--- src/rtl/load_pkg.sv ---
// Shared encodings for the load data reader: load type codes, FSM states, data width.
package load_pkg;

  localparam int DATA_W = 32;

  localparam logic [2:0] LD_LB  = 3'b000;
  localparam logic [2:0] LD_LH  = 3'b001;
  localparam logic [2:0] LD_LW  = 3'b010;
  localparam logic [2:0] LD_LBU = 3'b100;
  localparam logic [2:0] LD_LHU = 3'b101;

  typedef enum logic [1:0] {S_IDLE, S_ISSUE, S_WAIT, S_RESP} state_e;

  // Undefined codes behave as lw, so they also require word alignment.
  function automatic logic ld_misaligned(logic [2:0] ld_type, logic [1:0] a);
    case (ld_type)
      LD_LB, LD_LBU: return 1'b0;
      LD_LH, LD_LHU: return a[0];
      default:       return a != 2'b00;
    endcase
  endfunction

endpackage

--- src/rtl/load_extend.sv ---
// Lane select and sign/zero extension of a read word for lb/lbu/lh/lhu/lw.
module load_extend
  import load_pkg::*;
(
  input  logic [DATA_W-1:0] word,
  input  logic [2:0]        ld_type,
  input  logic [1:0]        addr_lo,
  output logic [DATA_W-1:0] data
);

  logic [7:0]  byte_sel;
  logic [15:0] half_sel;

  always_comb begin
    byte_sel = word[{addr_lo, 3'b000} +: 8];
    half_sel = addr_lo[1] ? word[31:16] : word[15:0];
    case (ld_type)
      LD_LB:   data = {{24{byte_sel[7]}}, byte_sel};
      LD_LBU:  data = {24'h0, byte_sel};
      LD_LH:   data = {{16{half_sel[15]}}, half_sel};
      LD_LHU:  data = {16'h0, half_sel};
      default: data = word;
    endcase
  end

endmodule

--- src/rtl/load_data_reader.sv ---
// Load path to data memory: word-aligned read, bounded wait, lane extension, valid/ready result.
// Optional misaligned-address trap enabled by defining LOAD_ALIGN_CHECK_EN.
module load_data_reader
  import load_pkg::*;
#(
  parameter int unsigned TIMEOUT_CYC = 255
) (
  input  logic              clk,
  input  logic              rst_n,
  input  logic              req_valid,
  output logic              req_ready,
  input  logic [DATA_W-1:0] req_addr,
  input  logic [2:0]        req_type,
  input  logic [4:0]        req_rd,
  output logic              mem_rd_en,
  output logic [DATA_W-1:0] mem_addr,
  input  logic [DATA_W-1:0] mem_rdata,
  input  logic              mem_rvalid,
  output logic              rsp_valid,
  input  logic              rsp_ready,
  output logic [DATA_W-1:0] rsp_data,
  output logic [4:0]        rsp_rd,
  output logic              rsp_err,
  output logic              stall
);

  localparam logic [7:0] TimeoutLast = 8'(TIMEOUT_CYC - 1);

  state_e            state_q, state_d;
  logic [29:0]       waddr_q, waddr_d;
  logic [1:0]        alo_q, alo_d;
  logic [2:0]        type_q, type_d;
  logic [4:0]        rd_q, rd_d;
  logic [7:0]        cnt_q, cnt_d;
  logic [DATA_W-1:0] data_q, data_d;
  logic              err_q, err_d;
  logic [DATA_W-1:0] ext_data;

  load_extend u_extend (
    .word    (mem_rdata),
    .ld_type (type_q),
    .addr_lo (alo_q),
    .data    (ext_data)
  );

  always_ff @(posedge clk or negedge rst_n) begin
    if (!rst_n) begin
      state_q <= S_IDLE;
      waddr_q <= '0;
      alo_q   <= '0;
      type_q  <= LD_LW;
      rd_q    <= '0;
      cnt_q   <= '0;
      data_q  <= '0;
      err_q   <= 1'b0;
    end else begin
      state_q <= state_d;
      waddr_q <= waddr_d;
      alo_q   <= alo_d;
      type_q  <= type_d;
      rd_q    <= rd_d;
      cnt_q   <= cnt_d;
      data_q  <= data_d;
      err_q   <= err_d;
    end
  end

  always_comb begin
    state_d = state_q;
    waddr_d = waddr_q;
    alo_d   = alo_q;
    type_d  = type_q;
    rd_d    = rd_q;
    cnt_d   = cnt_q;
    data_d  = data_q;
    err_d   = err_q;
    case (state_q)
      S_IDLE: begin
        if (req_valid) begin
          waddr_d = req_addr[31:2];
          alo_d   = req_addr[1:0];
          type_d  = req_type;
          rd_d    = req_rd;
`ifdef LOAD_ALIGN_CHECK_EN
          if (ld_misaligned(req_type, req_addr[1:0])) begin
            state_d = S_RESP;
            err_d   = 1'b1;
            data_d  = '0;
          end else begin
            state_d = S_ISSUE;
          end
`else
          state_d = S_ISSUE;
`endif
        end
      end
      S_ISSUE: begin
        cnt_d   = '0;
        state_d = S_WAIT;
      end
      S_WAIT: begin
        // Data arriving in the timeout cycle still counts as a good read.
        if (mem_rvalid) begin
          data_d  = ext_data;
          err_d   = 1'b0;
          state_d = S_RESP;
        end else if (cnt_q == TimeoutLast) begin
          data_d  = '0;
          err_d   = 1'b1;
          state_d = S_RESP;
        end else begin
          cnt_d = cnt_q + 8'd1;
        end
      end
      S_RESP: begin
        if (rsp_ready) state_d = S_IDLE;
      end
      default: state_d = S_IDLE;
    endcase
  end

  assign req_ready = (state_q == S_IDLE);
  assign mem_rd_en = (state_q == S_ISSUE);
  assign mem_addr  = {waddr_q, 2'b00};
  assign rsp_valid = (state_q == S_RESP);
  assign rsp_data  = data_q;
  assign rsp_rd    = rd_q;
  assign rsp_err   = err_q;
  assign stall     = (state_q != S_IDLE);

endmodule
--- config.mk ---
export PLATFORM = sky130hd
export DESIGN_NAME = load_data_reader
export DESIGN_NICKNAME = d
export VERILOG_FILES = /design/src/rtl/load_pkg.sv /design/src/rtl/load_extend.sv /design/src/rtl/load_data_reader.sv
export SDC_FILE = /design/constraint.sdc
export NUM_CORES = 1
export LEC_CHECK = 0
export BUFFER_PORTS_ARGS = -buffer_cell sky130_fd_sc_hd__buf_4
export CAP_MARGIN = 25
export CELL_PAD_IN_SITES_DETAIL_PLACEMENT = 1
export CELL_PAD_IN_SITES_GLOBAL_PLACEMENT = 2
export CORE_MARGIN = 2
export CORE_UTILIZATION = 28
export CTS_BUF_LIST = sky130_fd_sc_hd__clkbuf_2
export DETAILED_ROUTE_END_ITERATION = 10
export PLACE_DENSITY_LB_ADDON = 0.25
export SLEW_MARGIN = 20
export SYNTH_ARGS = -nofsm -noshare
export SYNTH_HDL_FRONTEND = slang
export SYNTH_SLANG_ARGS = --single-unit
--- constraint.sdc ---
create_clock -name clk -period 1.9 [get_ports clk]
set_input_delay 0.19 -clock clk [delete_from_list [all_inputs] [get_ports clk]]
set_output_delay 0.19 -clock clk [all_outputs]
set_load 0.03 [all_outputs]
Word level (Yosys, flattened, before mapping)

Index checks and enable logic that the tools add are counted.

Add/sub/neg operators: 1
Multipliers: 0
Div/mod/pow operators: 0
Magnitude comparators: 0
Equality and inequality tests: 12
Shift-type cells: 1
Multiplexer cells: 14
Bitwise logic cells: 0
Reduce and logical (&&, ||, !) cells: 9

Operators by type and width:

| kind                  | count |
|---|---|
| $pmux W32 S4          | 1 |
| $mux W32              | 2 |
| $shiftx A32 B6 Y8     | 1 |
| $mux W16              | 1 |
| $mux W8               | 2 |
| $pmux W8 S2           | 1 |
| $add A8 B1 Y8 const B | 1 |
| $eq A8 B8 Y1 const B  | 1 |
| $mux W2               | 4 |
| $pmux W2 S4           | 1 |
| $eq A3 B3 Y1 const B  | 2 |
| $ne A2 B2 Y1 const B  | 3 |
| $reduce_and A3 Y1     | 2 |
| $reduce_bool A2 Y1    | 3 |
| $eq A2 B2 Y1 const B  | 2 |
| $reduce_and A2 Y1     | 2 |
| $eq A3 B1 Y1 const B  | 1 |
| $logic_not A3 Y1      | 1 |
| $ne A3 B3 Y1 const B  | 1 |
| $eq A2 B1 Y1 const B  | 1 |
| $logic_not A2 Y1      | 1 |
| $mux W1               | 2 |
| $ne A2 B1 Y1 const B  | 1 |

Register bits: 83
Bits in latches: 0
Memory bits (writable): 0
Memory bits (read-only): 0
Logic and storage cells: 45
Memories kept: 0

Logic depth before layout (Yosys ltp)

Word-level depth: 4
Gate-level depth with buffers: 8

By module

Synthesis repeated with hierarchy kept, for this count alone.

Cells, all modules: 330
Area total of the unflattened synthesis: 4169.0 um^2

Modules (own cells, without submodules):

| module           | instances | cells each | area each (um^2) | seq. area each (um^2) |
|---|---|---|---|---|
| load_data_reader | 1         | 234        | 3323.2           | 2078.2 |
| load_extend      | 1         | 96         | 845.8            | 0.0 |

Worst setup path after synthesis

OpenSTA, ideal clock, no wires.

Path type: register to register
From: register state_q[0]
To: register data_q[30], in the netlist rsp_data[30]
Data arrival time: 1.762 ns
Data required time: 1.773 ns
Setup slack: 0.012 ns
Stages on the path, launching flop included: 8
Cell sequence: dfrtp_1 inv_1 ha_1 clkbuf_1 and4_1 a21oi_1 clkbuf_1 a221o_2

Word-level cells in the longest chain between the ends: 2

Ends and longest elaborated chain:

| what                        | RTL line               | source |
|---|---|---|
| from (decl)                 | load_data_reader.sv:29 | `state_e state_q, state_d;` |
| from (signal assigned)      | load_data_reader.sv:57 | `state_q <= state_d;` |
| $eq A2 B2 Y1                | load_data_reader.sv:77 | `case (state_q)` |
| $reduce_and A2 Y1 (no line) | n/a                    |  |
| to (signal assigned)        | load_data_reader.sv:63 | `data_q <= data_d;` |
| to (decl)                   | load_data_reader.sv:35 | `logic [DATA_W-1:0] data_q, data_d;` |

No other way between the ends.
A chain may end at the register's enable or synchronous reset.

Worst setup path after layout

From: register state_q[0]
To: register data_q[25], in the netlist rsp_data[25]

The elaborated chain is that of the path after synthesis.

==> results_dict.tcl <==
set metrics [dict create \
    clock-skew-final_ns 0.02370 \
    syn-cell-area_um2 3975 \
    floorplan.rows 43 \
    area_of_the_placeable_core_um2 13880 \
    swShare 0.4452 \
    power.share.combinational 0.582 \
    detailed_place.area_um2 5411 \
    grt_max_degree 43 \
    postLayoutCellArea_um2 6399 \
    clock_tree.htree_level_count 3 \
    sequential_cell_area_um2 2078 \
    synth_seq_cells 83 \
    sequence_of_cells_on_the_critical_path "inv_1 > ha_1 > buf_4 > and4_1 > a21oi_2 > buf_12 > a221o_2" \
    tightestPinTransition_ns 0.6349 \
    worst_ep_required_time_ns 2.38 \
    clk_latency_ns 0.59 \
    grt_pass1_wl_um 21070 \
    ff2ff_path_depth 7 \
    globalRouteOverflowTotal 0 \
    async_reset_ff_frac 1.000 \
    numCtsBuffers 9 \
    insertedDiodeCount 0 \
    place_congestion 0.7851 \
    nFillCells 1521 \
    cp_max_fo 32 \
    final_antenna_net_count 0 \
    cell_count_after_synthesis 339 \
    synth_warnings 0 \
    layoutNonFillerInstCount 761 \
    timing.reg2reg.setup_slack_ns 0.09 \
    max_freq_mhz 552.7 \
    holdCritPathClass "input pin to flop" \
    drcViolationCount 0 \
    cp.arrival_ns 2.29 \
    critPathTopFamily "compound AO/OA/AOI/OAI gates" \
    intPower_mw 5.608 \
    postRouteWirelength_um 13260 \
    grt_use_total 0.1806 \
    worstReg2RegEnd "rsp_data[25]" \
    place.port_buffers 148 \
    power.switching_mw 4.500 \
    postSynth.topFlopCell "sky130_fd_sc_hd__dfrtp_1" \
    cp.buffers_inverters 3 \
    pwr-share-seq 0.306 \
    estimated_wirelength_of_the_detail_placed_design_um 9136 \
    pwr-share-clk 0.112 \
    vdd_ir_drop_max_mv 0.7840 \
    worst_hold_startpoint "req_valid" \
    timing.critical_path.slowest_stage_cell "sky130_fd_sc_hd__dfrtp_1" \
    p_per_area_nw_per_um2 1580 \
    whs_path_depth 3 \
    timing_worst_setup_path_type "flop to flop" \
    die_w_um 123.2 \
    layout_min_cycle_time_ns 1.809 \
    syn_area_per_cell_um2 11.73 \
    multi_input_comb_area_um2 1780 \
    pre_cts_ws_ns -0.1612 \
    initial_antenna_violation_count 0 \
    timing.final.crit_share 0.9523 \
    final_critical_path_setup_slack_ns 0.09065 \
    clkSlewWorstSetupHoldPaths_ns 0.23 \
    final-max-slew-violation-count 0 \
    cts_tree "yes" \
    vias_per_cell 4.934 \
    worst_r2r_startpoint "state_q[0]" \
    timing.slew.headroom 0.5767 \
    startpoint_type "flop" \
    1st_iter_drt_viols 153 \
    first_pass_iters 4 \
    tritoncts_num_sinks 83 \
    setup_viol_count_final 0 \
    cts_buffer_depth 2 \
    number_of_library_cell_types_mapped_by_synthesis 49 \
    vias_after_detailed_routing 3755 \
    critPathCaptureType "flop" \
    detail_route.wl_per_cell_um 17.43 \
    grt_pass1_vias 4099 \
    finish.net_count 660 \
    ctsRootBufferMaster "sky130_fd_sc_hd__clkbuf_2" \
    post_synth_edffs 0 \
    area.growth.synth_to_final_pct 60.97 \
    post-place-cells 665 \
    die_area_um2 15170 \
    die_y_um 123.2 \
    initial_utilization 0.2864 \
    layout-drive-gt1-share 0.4372 \
    sequential_element_share_of_the_synthesized_area 0.5228 \
    ios 151 \
    critical-path-max-stage-delay_ns 0.43 \
    hold_viol_final 0 \
    post-route-util 0.4610 \
    max_cap_violations 0 \
    p_leak_nw 2.936 \
    hold-path-endpoint "state_q[0]" \
    run_status "finished clean" \
]
metal layers:
metal  vias to the layer above  part of all wire  GRT usage
met1                      1888              0.41     0.2135
li1                       1736                 -          -
met2                       117              0.52     0.3146
met3                        14             0.063    0.06181
met4                         0             0.011    0.04332
met5                         -                 0          0
flip-flops by register name, indices dropped and copies added (netlist names):
| register | flops |
|---|---|
| cnt_q | 8 |
| rsp_rd | 5 |
| state_q | 2 |
| waddr_q | 30 |
| type_q | 3 |
| rsp_err | 1 |
| rsp_data | 32 |
| alo_q | 2 |
stage by stage:
step	setup TNS, ns	total power [mW]	hold WS (ns)
floorplan	0	6.524	-0.1056
global placement	-0.8884	8.680	0.1247
detailed placement	-2.283	8.835	0.1226
CTS	0	10.14	0.01842
global route	-0.0002233	10.80	0.02578
finish	0	10.11	0.08272
cell usage in the layout (no fill, tap or decap), drive strengths merged, types with 4 or more instances in the layout:
cell / n
inv: 8
o21ai: 15
nand3: 8
nand3b: 7
nor2b: 8
dfrtp: 82
clkinv: 4
dlygate4sd3: 77
a221o: 25
buf: 174
mux2: 42
ha: 7
o22ai: 8
a21oi: 21
nand2b: 10
a211o: 8
clkbuf: 9
nand2: 28
logic make-up (layout without fill, tap and decap cells):
logic type | after synthesis | after routing | share of synthesized area
AO/OA/AOI/OAI | 92 | 92 | 0.1785
adder cells (fa/ha/maj) | 7 | 7 | 0.02203
buffers and inverters | 34 | 275 | 0.03777
flip-flops | 83 | 83 | 0.5228
multiplexers | 45 | 45 | 0.1297
other | 1 | 2 | 0.0009434
AND/OR/NAND/NOR | 77 | 77 | 0.1083
worst max-delay path by stage:
stage	start	to	cells past startpoint
global route	state_q[0]	stall	5
floorplan	state_q[0]	rsp_data[30]	7
finish	state_q[0]	rsp_data[25]	7
CTS	state_q[0]	stall	5
detailed placement	alo_q[1]	rsp_data[25]	4
global placement	alo_q[1]	rsp_data[22]	4
power groups by stage:
stage	sequential (mW)	combinational, mW	clock (mW)
global route	3.21	6.34	1.25
global placement	3.10	5.58	0
floorplan	4.40	2.13	0
CTS	3.10	5.85	1.18
detailed placement	3.14	5.69	0
finish	3.10	5.88	1.13
final cells by class:
class,count,share of cell area
Timing Repair Buffer,251,0.3342
Sequential cell,83,0.3248
Multi-Input combinational cell,223,0.2783
Tap cell,180,0.03520
Clock inverter,7,0.01584
Clock buffer,9,0.007039
Inverter,8,0.004693
repair_timing:
item                       in CTS  in global routing
hold buffers                   77                  0
setup endpoints to repair      17                 38
resized for setup               1                  7
setup buffers                   1                  1
hold endpoints to repair      158                  0
pin swaps                       1                  0
synth_stat cells, types with 3 or more instances:
cell type,count,share of area
sky130_fd_sc_hd__dfrtp_1,82,0.52
sky130_fd_sc_hd__mux2_2,42,0.12
sky130_fd_sc_hd__nand2_1,28,0.026
sky130_fd_sc_hd__a21oi_1,21,0.026
sky130_fd_sc_hd__clkbuf_1,19,0.018
sky130_fd_sc_hd__a221o_1,15,0.038
sky130_fd_sc_hd__o21ai_0,15,0.019
sky130_fd_sc_hd__a221o_2,10,0.028
sky130_fd_sc_hd__nand2b_1,9,0.014
sky130_fd_sc_hd__a211o_1,8,0.018
sky130_fd_sc_hd__nand3_1,8,0.010
sky130_fd_sc_hd__nor2b_1,8,0.013
sky130_fd_sc_hd__o22ai_1,8,0.013
sky130_fd_sc_hd__ha_1,7,0.022
sky130_fd_sc_hd__inv_1,7,0.0066
sky130_fd_sc_hd__nand3b_1,7,0.013
sky130_fd_sc_hd__buf_1,3,0.0028
worst reg2reg max path, delay by kind of cell, from the launching register on:
family	cells	cell delay, ns
AO/OA/AOI/OAI	2	0.50
adder cells (fa/ha/maj)	1	0.21
buffers and inverters	3	0.38
flip-flops	1	0.43
AND/OR/NAND/NOR	1	0.20
No activity file was read; power rests on OpenSTA's default activity.
